==> config.mk <==
export PLATFORM = sky130hd
export DESIGN_NAME = piso_stream
export DESIGN_NICKNAME = d
export VERILOG_FILES = /design/src/rtl/piso_pkg.sv /design/src/rtl/piso_stream.sv
export SDC_FILE = /design/constraint.sdc
export NUM_CORES = 1
export LEC_CHECK = 0
export BUFFER_PORTS_ARGS = -buffer_cell sky130_fd_sc_hd__buf_2
export CORE_MARGIN = 2
export CORE_UTILIZATION = 54
export CTS_BUF_LIST = sky130_fd_sc_hd__clkbuf_8
export DETAILED_ROUTE_END_ITERATION = 16
export PLACE_DENSITY = 0.84
export RECOVER_POWER = 25
export SYNTH_ARGS = -nofsm -noshare
export SYNTH_HDL_FRONTEND = slang
export SYNTH_SLANG_ARGS = --single-unit
export TNS_END_PERCENT = 100
==> constraint.sdc <==
create_clock -name clk -period 1.9 [get_ports clk]
set_input_delay 0.38 -clock clk [delete_from_list [all_inputs] [get_ports clk]]
set_output_delay 0.38 -clock clk [all_outputs]
set_load 0.005 [all_outputs]
==> src/rtl/piso_pkg.sv <==
// Shared types and helpers for the parallel-in/serial-out streamer.
package piso_pkg;

  typedef enum logic {IDLE, SHIFT} piso_state_e;

  localparam int MAX_W = 64;

  // Reverses the low w bits of d. Callers zero-extend narrower words to MAX_W.
  function automatic logic [MAX_W-1:0] bit_reverse(input logic [MAX_W-1:0] d,
                                                   input int unsigned w);
    logic [MAX_W-1:0] r;
    r = '0;
    for (int i = 0; i < MAX_W; i++) r[i] = d[MAX_W-1-i];
    return r >> (MAX_W - w);
  endfunction

endpackage

==> src/rtl/piso_stream.sv <==
// Serializer: takes a WIDTH-bit word over valid/ready and emits it one bit per
// cycle, MSB or LSB first per word, with back-pressure, last marker and flush.
module piso_stream
  import piso_pkg::*;
#(
  parameter  int WIDTH = 8,
  localparam int CNT_W = $clog2(WIDTH)
) (
  input  logic             clk,
  input  logic             rst,
  input  logic             in_valid,
  output logic             in_ready,
  input  logic [WIDTH-1:0] in_data,
  input  logic             in_lsb_first,
  output logic             out_valid,
  input  logic             out_ready,
  output logic             out_data,
  output logic             out_last,
  input  logic             flush,
  output logic             busy
);

  piso_state_e      state, state_nxt;
  logic [WIDTH-1:0] shift_reg;
  logic [CNT_W-1:0] bit_cnt;
  logic [WIDTH-1:0] load_word;
  logic             accept, xfer;

  assign out_valid = (state == SHIFT);
  assign busy      = out_valid;
  assign out_data  = shift_reg[WIDTH-1];
  assign out_last  = out_valid && (bit_cnt == CNT_W'(WIDTH-1));
  // rst gates in_ready so no producer sees a ready that the flops will ignore.
  assign in_ready  = !rst && !flush && ((state == IDLE) || (out_ready && out_last));
  assign accept    = in_valid && in_ready;
  assign xfer      = out_valid && out_ready;

  // Storing LSB-first words pre-reversed keeps the output tap fixed at the MSB.
  assign load_word = in_lsb_first ? WIDTH'(bit_reverse(MAX_W'(in_data), WIDTH)) : in_data;

  always_ff @(posedge clk or posedge rst) begin
    if (rst) state <= IDLE;
    else     state <= state_nxt;
  end

  always_comb begin
    state_nxt = state;
    if (flush)                 state_nxt = IDLE;
    else if (accept)           state_nxt = SHIFT;
    else if (xfer && out_last) state_nxt = IDLE;
  end

  always_ff @(posedge clk or posedge rst) begin
    if (rst) begin
      shift_reg <= '0;
      bit_cnt   <= '0;
    end else if (flush) begin
      shift_reg <= '0;
      bit_cnt   <= '0;
    end else if (accept) begin
      shift_reg <= load_word;
      bit_cnt   <= '0;
    end else if (xfer) begin
      shift_reg <= shift_reg << 1;
      bit_cnt   <= out_last ? '0 : bit_cnt + CNT_W'(1);
    end
  end

  a_stall_hold: assert property (@(posedge clk) disable iff (rst)
    out_valid && !out_ready && !flush |=> $stable(out_data) && out_valid);

  a_last_valid: assert property (@(posedge clk) disable iff (rst)
    out_last |-> out_valid);

  // Together these pin exactly WIDTH transfers from each accept to its last bit.
  a_cnt_start: assert property (@(posedge clk) disable iff (rst)
    accept && !flush |=> bit_cnt == '0);

  a_cnt_step: assert property (@(posedge clk) disable iff (rst)
    xfer && !out_last && !flush |=> bit_cnt == CNT_W'($past(bit_cnt) + 1'b1));

endmodule

==> impl_metrics.csv, run 1 <==
group,metric,value,unit
timing,tns,0,ns
logic_synthesis,synthXorXnorAreaFrac,0,%
finish,final-seq-area,300,sq um
global_route,grt.overflow.total,0,
power_and_ir_drop,power.switching,0.152,mW
logic_synthesis,synth-compound-area-share,7.25,%
global_route,antenna_found_initial,0,
critical_path,cp_slowest_cell,"dfrtp_1",
cts,cts_sinks,12,
die,die-area,1760,sq um
cts,cts.clk_slew.worst_paths,0.05,ns
timing,fmax,541,MHz
logic_synthesis,syn_area_per_cell,11.3,sq um
logic_synthesis,synth_seq_cells,12,
timing,finalSetupViolations,0,
place,portBuffers,18,
detailed_routing,via_per_inst,5.39,
logic_synthesis,syn_nets,85,
place,gp_congestion,0.785,
logic_synthesis,synthArstFlopShare,100,%
detailed_routing,drt-pass1-iter-count,4,
critical_path,start_kind,"flip-flop",
power_and_ir_drop,worst_ir_drop_vdd,0.599,mV
finish,nNetsFinal,107,
global_route,grt_max_degree,14,
finish,area_growth,21.7,%
power_and_ir_drop,pwr-share-seq,42.0,%
timing,slew_violations,0,
logic_synthesis,yosysWarningCount,0,
critical_path,critPathCapture,"in_ready",
critical_path,crit_chain,"ha_2 > ha_4 > a21bo_4 > and2_2 > buf_2",
logic_synthesis,postSynthCellCount,69,
die,die_y,41.9,microns
critical_path,critPathCaptureType,"primary output",
critical_path,cp.required,1.52,ns
logic_synthesis,synth_edf_count,0,
power_and_ir_drop,totalPowerFinal,0.656,mW
detailed_routing,drt_wl_total,1490,microns
timing,worst_slew_pin_slew,0.714,ns
cts,cts_buffer_depth,2,
critical_path,slowest_delay,0.39,ns
critical_path,cpLargestDelayFamily,"flip-flops",
worst_hold_path,worstHoldPathType,"primary input to asynchronous set/reset pin",
logic_synthesis,ys_types,19,
timing,slew-limit-headroom,52.4,%
finish,drive_gt1_share,37.8,%
power_and_ir_drop,p_leak,0.554,nW
logic_synthesis,synth_top_family_by_area,"multiplexers",
detailed_routing,vias,566,
global_route,grt_first_pass_wirelength,2570,microns
timing,final.min_clock_period,1.85,ns
global_route,grt_pass1_vias,602,
cts,cts_tree,"built",
run,maxCapViolations,0,
die,initial_utilization,59.0,%
finish,final_cells,105,
finish,multi_input_comb_area,452,sq um
critical_path,reg2reg_to,"shift_reg[4]$_DFFE_PP0P_",
die,num_rows,13,
critical_path,crit_buf_inv,1,
critical_path,r2r_start,"bit_cnt[1]$_DFFE_PP0P_",
die,ios,19,
cts,root_buffer,"clkbuf_8",
power_and_ir_drop,clkPwrFrac,42.1,%
finish,largest_register_ffs,8,
detailed_routing,drcViolationCount,0,
place,hpwlAfterDp,1040,microns
logic_synthesis,synthMuxAreaShare,30.9,%
power_and_ir_drop,p_per_area,694,nW/um^2
timing,finClkSkew,0.00116,ns
logic_synthesis,yosys.area_share.simple,14.8,%
critical_path,worst-path-stages,5,
die,core,1320,sq um
timing,rsz0062_at_grt,"no",
critical_path,rrSetupSlack,0.24,ns
power_and_ir_drop,power_switching_share,23.1,%
power_and_ir_drop,intPower,0.505,mW
critical_path,critical_path_class,"flip-flop to primary output",
timing,fin_crit_sh,97.3,%
detailed_routing,ant_nets,0,
logic_synthesis,seq_area_frac_synth,38.6,%
logic_synthesis,synth_top_flop_cell,"dfrtp_1",
critical_path,crit_fanout,4,
critical_path,critPathLaunch,"bit_cnt[1]$_DFFE_PP0P_",
status,outcome,"completed",
detailed_routing,dr.first_iter.drc_count,1,
logic_synthesis,synth_area,777,sq um
global_route,grt.total_usage,19.0,%
die,die_x,41.9,microns
timing,hold_viol_final,0,
power_and_ir_drop,p_comb_share,15.9,%
cts,clock_latency,0.24,ns
cts,cts_buffers,3,
cts,htree_levels,1,
finish,antennaDiodeCount,0,
critical_path,ff2ff_path_depth,6,
finish,fillCellCount,109,
logic_synthesis,synthAdderAreaFrac,3.22,%
place,dp_cells,98,
critical_path,cp.arrival,1.47,ns
detailed_routing,wl_per_cell,14.2,microns
## kinds of logic after synthesis
kind of cell / after synthesis
DFF: 12
and+or+nand+nor: 20
buffers and inverters: 6
muxes: 24
adders and majority gates: 2
AOI/OAI and AO/OA: 5
## final cells by class
type / count / area share (%)
multi-input combinational: 51 / 47.8
tap: 15 / 1.98
inverter: 1 / 0.397
timing repair buffer: 22 / 12.3
clock buffer: 4 / 5.82
sequential: 12 / 31.7
## placed cells by master (no fill, tap or decap)
master / synthesis / final
and2_2: 2 / 2
buf_4: 2 / 3
a21oi_2: 2 / 2
ha_2: 0 / 1
a21bo_4: 1 / 1
nand4b_1: 1 / 1
nand3_2: 1 / 1
nor2b_1: 8 / 8
mux2i_1: 24 / 24
o21ai_0: 1 / 1
dfrtp_1: 12 / 12
clkbuf_8: 0 / 4
nand2_1: 4 / 4
inv_1: 1 / 1
clkbuf_1: 0 / 1
buf_2: 1 / 18
nor2_1: 3 / 3
a31o_4: 1 / 1
nand3_1: 1 / 1
ha_4: 0 / 1
## synthesized netlist by cell type (2+ instances only)
cell | instances | area, sq um
a21oi_2 | 2 | 17.5
and2_2 | 2 | 15.0
buf_4 | 2 | 15.0
dfrtp_1 | 12 | 300
ha_1 | 2 | 25.0
mux2i_1 | 24 | 240
nand2_1 | 4 | 15.0
nor2_1 | 3 | 11.3
nor2b_1 | 8 | 50.1
## stage by stage
stage / hold WS (ns) / util [%] / worst slack [ns] / cell area [sq um]
detailed placement: 0.394 / 65.1 / 0.184 / 857
finish: 0.323 / 71.8 / 0.0516 / 946
global placement: 0.390 / 65.1 / 0.222 / 857
global route: 0.426 / 71.8 / 0.00660 / 946
floorplan: 0.260 / - / 0.348 / 777
CTS: 0.139 / 70.9 / 0.0253 / 935
## per-layer routing
metal  track usage [%]  vias to the layer above  routed length [microns]
li1                  -                      283                        -
met1              22.0                      273                      647
met2              35.9                       10                      799
met3              2.61                        0                       44
met4              5.16                        0                        0
met5                 0                        -                        0
## how the worst min path moves through the flow
stage | start | cells after the start | slack (ns) | endpoint
floorplan | rst | 1 | 0.26 | bit_cnt[0]$_DFFE_PP0P_
global placement | rst | 3 | 0.39 | busy$_DFFE_PP0P_
detailed placement | rst | 3 | 0.39 | shift_reg[7]$_DFFE_PP0P_
CTS | rst | 3 | 0.14 | bit_cnt[1]$_DFFE_PP0P_
global route | rst | 3 | 0.43 | bit_cnt[1]$_DFFE_PP0P_
finish | rst | 3 | 0.32 | shift_reg[7]$_DFFE_PP0P_
## power groups by stage
| stage | clock, mW | combinational [mW] | sequential (mW) |
|---|---|---|---|
| after CTS | 0.280 | 0.102 | 0.275 |
| final | 0.277 | 0.104 | 0.275 |
| after global placement | 0 | 0.0968 | 0.279 |
| after detailed placement | 0 | 0.100 | 0.280 |
| after global routing | 0.294 | 0.116 | 0.277 |
| after floorplan | 0 | 0.0713 | 0.279 |
## worst register-to-register path, delay by kind of cell, from the launching register on
family	cells	cell delay, ns
AO/OA/AOI/OAI	1	0.20
adder cells (fa/ha/maj)	2	0.37
buffers and inverters	1	0.14
flip-flops	1	0.39
multiplexers	1	0.24
AND/OR/NAND/NOR	1	0.23
## repair_timing
item | in CTS | in global routing
buffers inserted | 1 | 2
gates resized for setup | 3 | 0
pin swaps | 0 | 2
hold buffers | 0 | 0
endpoints found under the setup margin | 1 | 1
Power figures use the tool's default switching activity.
==> run 2, diff against run 1 <==
--- a/config.mk
+++ b/config.mk
@@ -11,7 +11,6 @@
 export CTS_BUF_LIST = sky130_fd_sc_hd__clkbuf_8
 export DETAILED_ROUTE_END_ITERATION = 16
 export PLACE_DENSITY = 0.84
-export RECOVER_POWER = 25
 export SYNTH_ARGS = -nofsm -noshare
 export SYNTH_HDL_FRONTEND = slang
 export SYNTH_SLANG_ARGS = --single-unit
==> run 2 against run 1 <==
Clock-buffer cell count stayed put. Fmax stayed put. Die area stayed put. Utilization is 0.28 points higher. Critical path type unchanged. Non-clock buffer count stayed put. Sequential cell count stayed put. Final cell count stayed put. Clock skew stayed put. Hold slack worse by 0.19 ns. Combinational power hardly changed. Cell area is 0.40% higher.
==> impl_metrics.csv, run 2 (same netlist as run 1, synthesis figures left out) <==
group,metric,value,unit
status,outcome,"completed",
timing,final.min_clock_period,1.85,ns
cts,cts_sinks,12,
place,gp_congestion,0.785,
global_route,antenna_found_initial,0,
critical_path,critPathCaptureType,"primary output",
global_route,grt_max_degree,14,
critical_path,crit_fanout,4,
cts,cts.clk_slew.worst_paths,0.05,ns
finish,nNetsFinal,107,
timing,finalSetupViolations,0,
detailed_routing,vias,567,
finish,multi_input_comb_area,452,sq um
detailed_routing,drcViolationCount,0,
place,portBuffers,18,
critical_path,cp.arrival,1.47,ns
die,core,1320,sq um
detailed_routing,drt-pass1-iter-count,4,
detailed_routing,ant_nets,0,
run,maxCapViolations,0,
power_and_ir_drop,p_leak,0.557,nW
timing,slew-limit-headroom,62.1,%
cts,cts_tree,"built",
detailed_routing,drt_wl_total,1490,microns
timing,tns,0,ns
finish,final_cell_mix,"mux2i_1 (24), buf_2 (18), dfrtp_1 (12)",
finish,fillCellCount,110,
critical_path,cp.required,1.52,ns
worst_hold_path,worstHoldPathType,"primary input to asynchronous set/reset pin",
timing,fin_crit_sh,97.3,%
global_route,grt_pass1_vias,602,
timing,holdWs,0.133,ns
timing,slew_violations,0,
die,num_rows,13,
detailed_routing,wl_per_cell,14.2,microns
timing,fmax,541,MHz
cts,clock_latency,0.24,ns
power_and_ir_drop,worst_ir_drop_vdd,0.599,mV
detailed_routing,dr.first_iter.drc_count,1,
die,ios,19,
cts,cts_hold_buf,0,
finish,area_growth,22.2,%
place,hpwlAfterDp,1040,microns
global_route,grt_first_pass_wirelength,2570,microns
detailed_routing,via_per_inst,5.40,
die,die_y,41.9,microns
finish,drive_gt1_share,38.9,%
timing,rsz0062_at_grt,"no",
critical_path,critical_path_class,"flip-flop to primary output",
die,die_x,41.9,microns
cts,root_buffer,"clkbuf_8",
timing,hold_viol_final,0,
timing,worst_slew_pin_slew,0.567,ns
critical_path,ff2ff_path_depth,6,
cts,cts_buffers,3,
finish,antennaDiodeCount,0,
timing,finClkSkew,0.00116,ns
global_route,grt.total_usage,19.0,%
global_route,grt.overflow.total,0,
critical_path,start_kind,"flip-flop",
finish,largest_register_ffs,8,
cts,htree_levels,1,
die,die-area,1760,sq um
cts,cts_buffer_depth,2,
die,initial_utilization,59.0,%
finish,mostFrequentLayoutCell,"mux2i_1",
power_and_ir_drop,p_per_area,692,nW/um^2
finish,final-seq-area,300,sq um
==> run 2: cell count changes in the layout (fill, tap and decap cells not counted), sizes merged <==
| cell | before | now |
|---|---|---|
| buf | 21 | 22 |
| clkbuf | 5 | 4 |
==> run 2: repair_timing <==
action,in CTS,in global routing
cloned,0,0
setup buffers,1,2
endpoints found under the setup margin,1,1
gates resized for setup,3,0
pin swaps,0,2
==> run 2: stage by stage <==
stage / cell area (sq um) / worst slack [ns] / instances / utilization [%] / total power, mW
2_1_floorplan: 777 / 0.348 / 69 / - / 0.350
3_3_place_gp: 857 / 0.222 / 98 / 65.1 / 0.376
3_5_place_dp: 857 / 0.184 / 98 / 65.1 / 0.380
4_1_cts: 935 / 0.0253 / 103 / 70.9 / 0.657
5_1_grt: 950 / 0.00660 / 105 / 72.1 / 0.687
6_report: 950 / 0.0516 / 105 / 72.1 / 0.658
==> run 2: layer usage <==
metal | share of wire, % | routed length, microns | GRT usage [%] | vias up
met5 | 0 | 0 | 0 | -
met4 | 0 | 0 | 5.16 | 0
met3 | 3.0 | 44 | 2.61 | 0
met2 | 54 | 799 | 35.9 | 10
met1 | 43 | 647 | 22.0 | 274
li1 | - | - | - | 283
==> run 2: worst paths after layout <==
check / slack [ns] / to / startpoint
hold reg to reg: 0.55 / bit_cnt[1]$_DFFE_PP0P_ / bit_cnt[1]$_DFFE_PP0P_
min in group clk: 0.44 / shift_reg[1]$_DFFE_PP0P_ / in_data[1]
hold / removal: 0.13 / shift_reg[7]$_DFFE_PP0P_ / rst
setup reg to reg: 0.24 / shift_reg[4]$_DFFE_PP0P_ / bit_cnt[1]$_DFFE_PP0P_
max in group asynchronous: 1.60 / shift_reg[0]$_DFFE_PP0P_ / rst
setup / recovery: 0.05 / in_ready / bit_cnt[1]$_DFFE_PP0P_
==> run 2: critical path: stages (launching register included) <==
cell and delay, ns:
dfrtp_1 0.39, ha_2 0.20, ha_4 0.17, a21bo_4 0.20
and2_2 0.15, buf_2 0.12
==> run 2: final cells by class <==
cell class	count	share of cell area [%]
repair buffers	22	12.6
flip-flops and latches	12	31.6
clock buffers	4	5.80
inverters	1	0.395
multi-input cells	51	47.6
well taps	15	1.98
==> run 2: where the power goes <==
part / switching (mW) / internal (mW)
Sequential: 0.00619 / 0.269
Combinational: 0.0517 / 0.0538
Clock: 0.0938 / 0.183
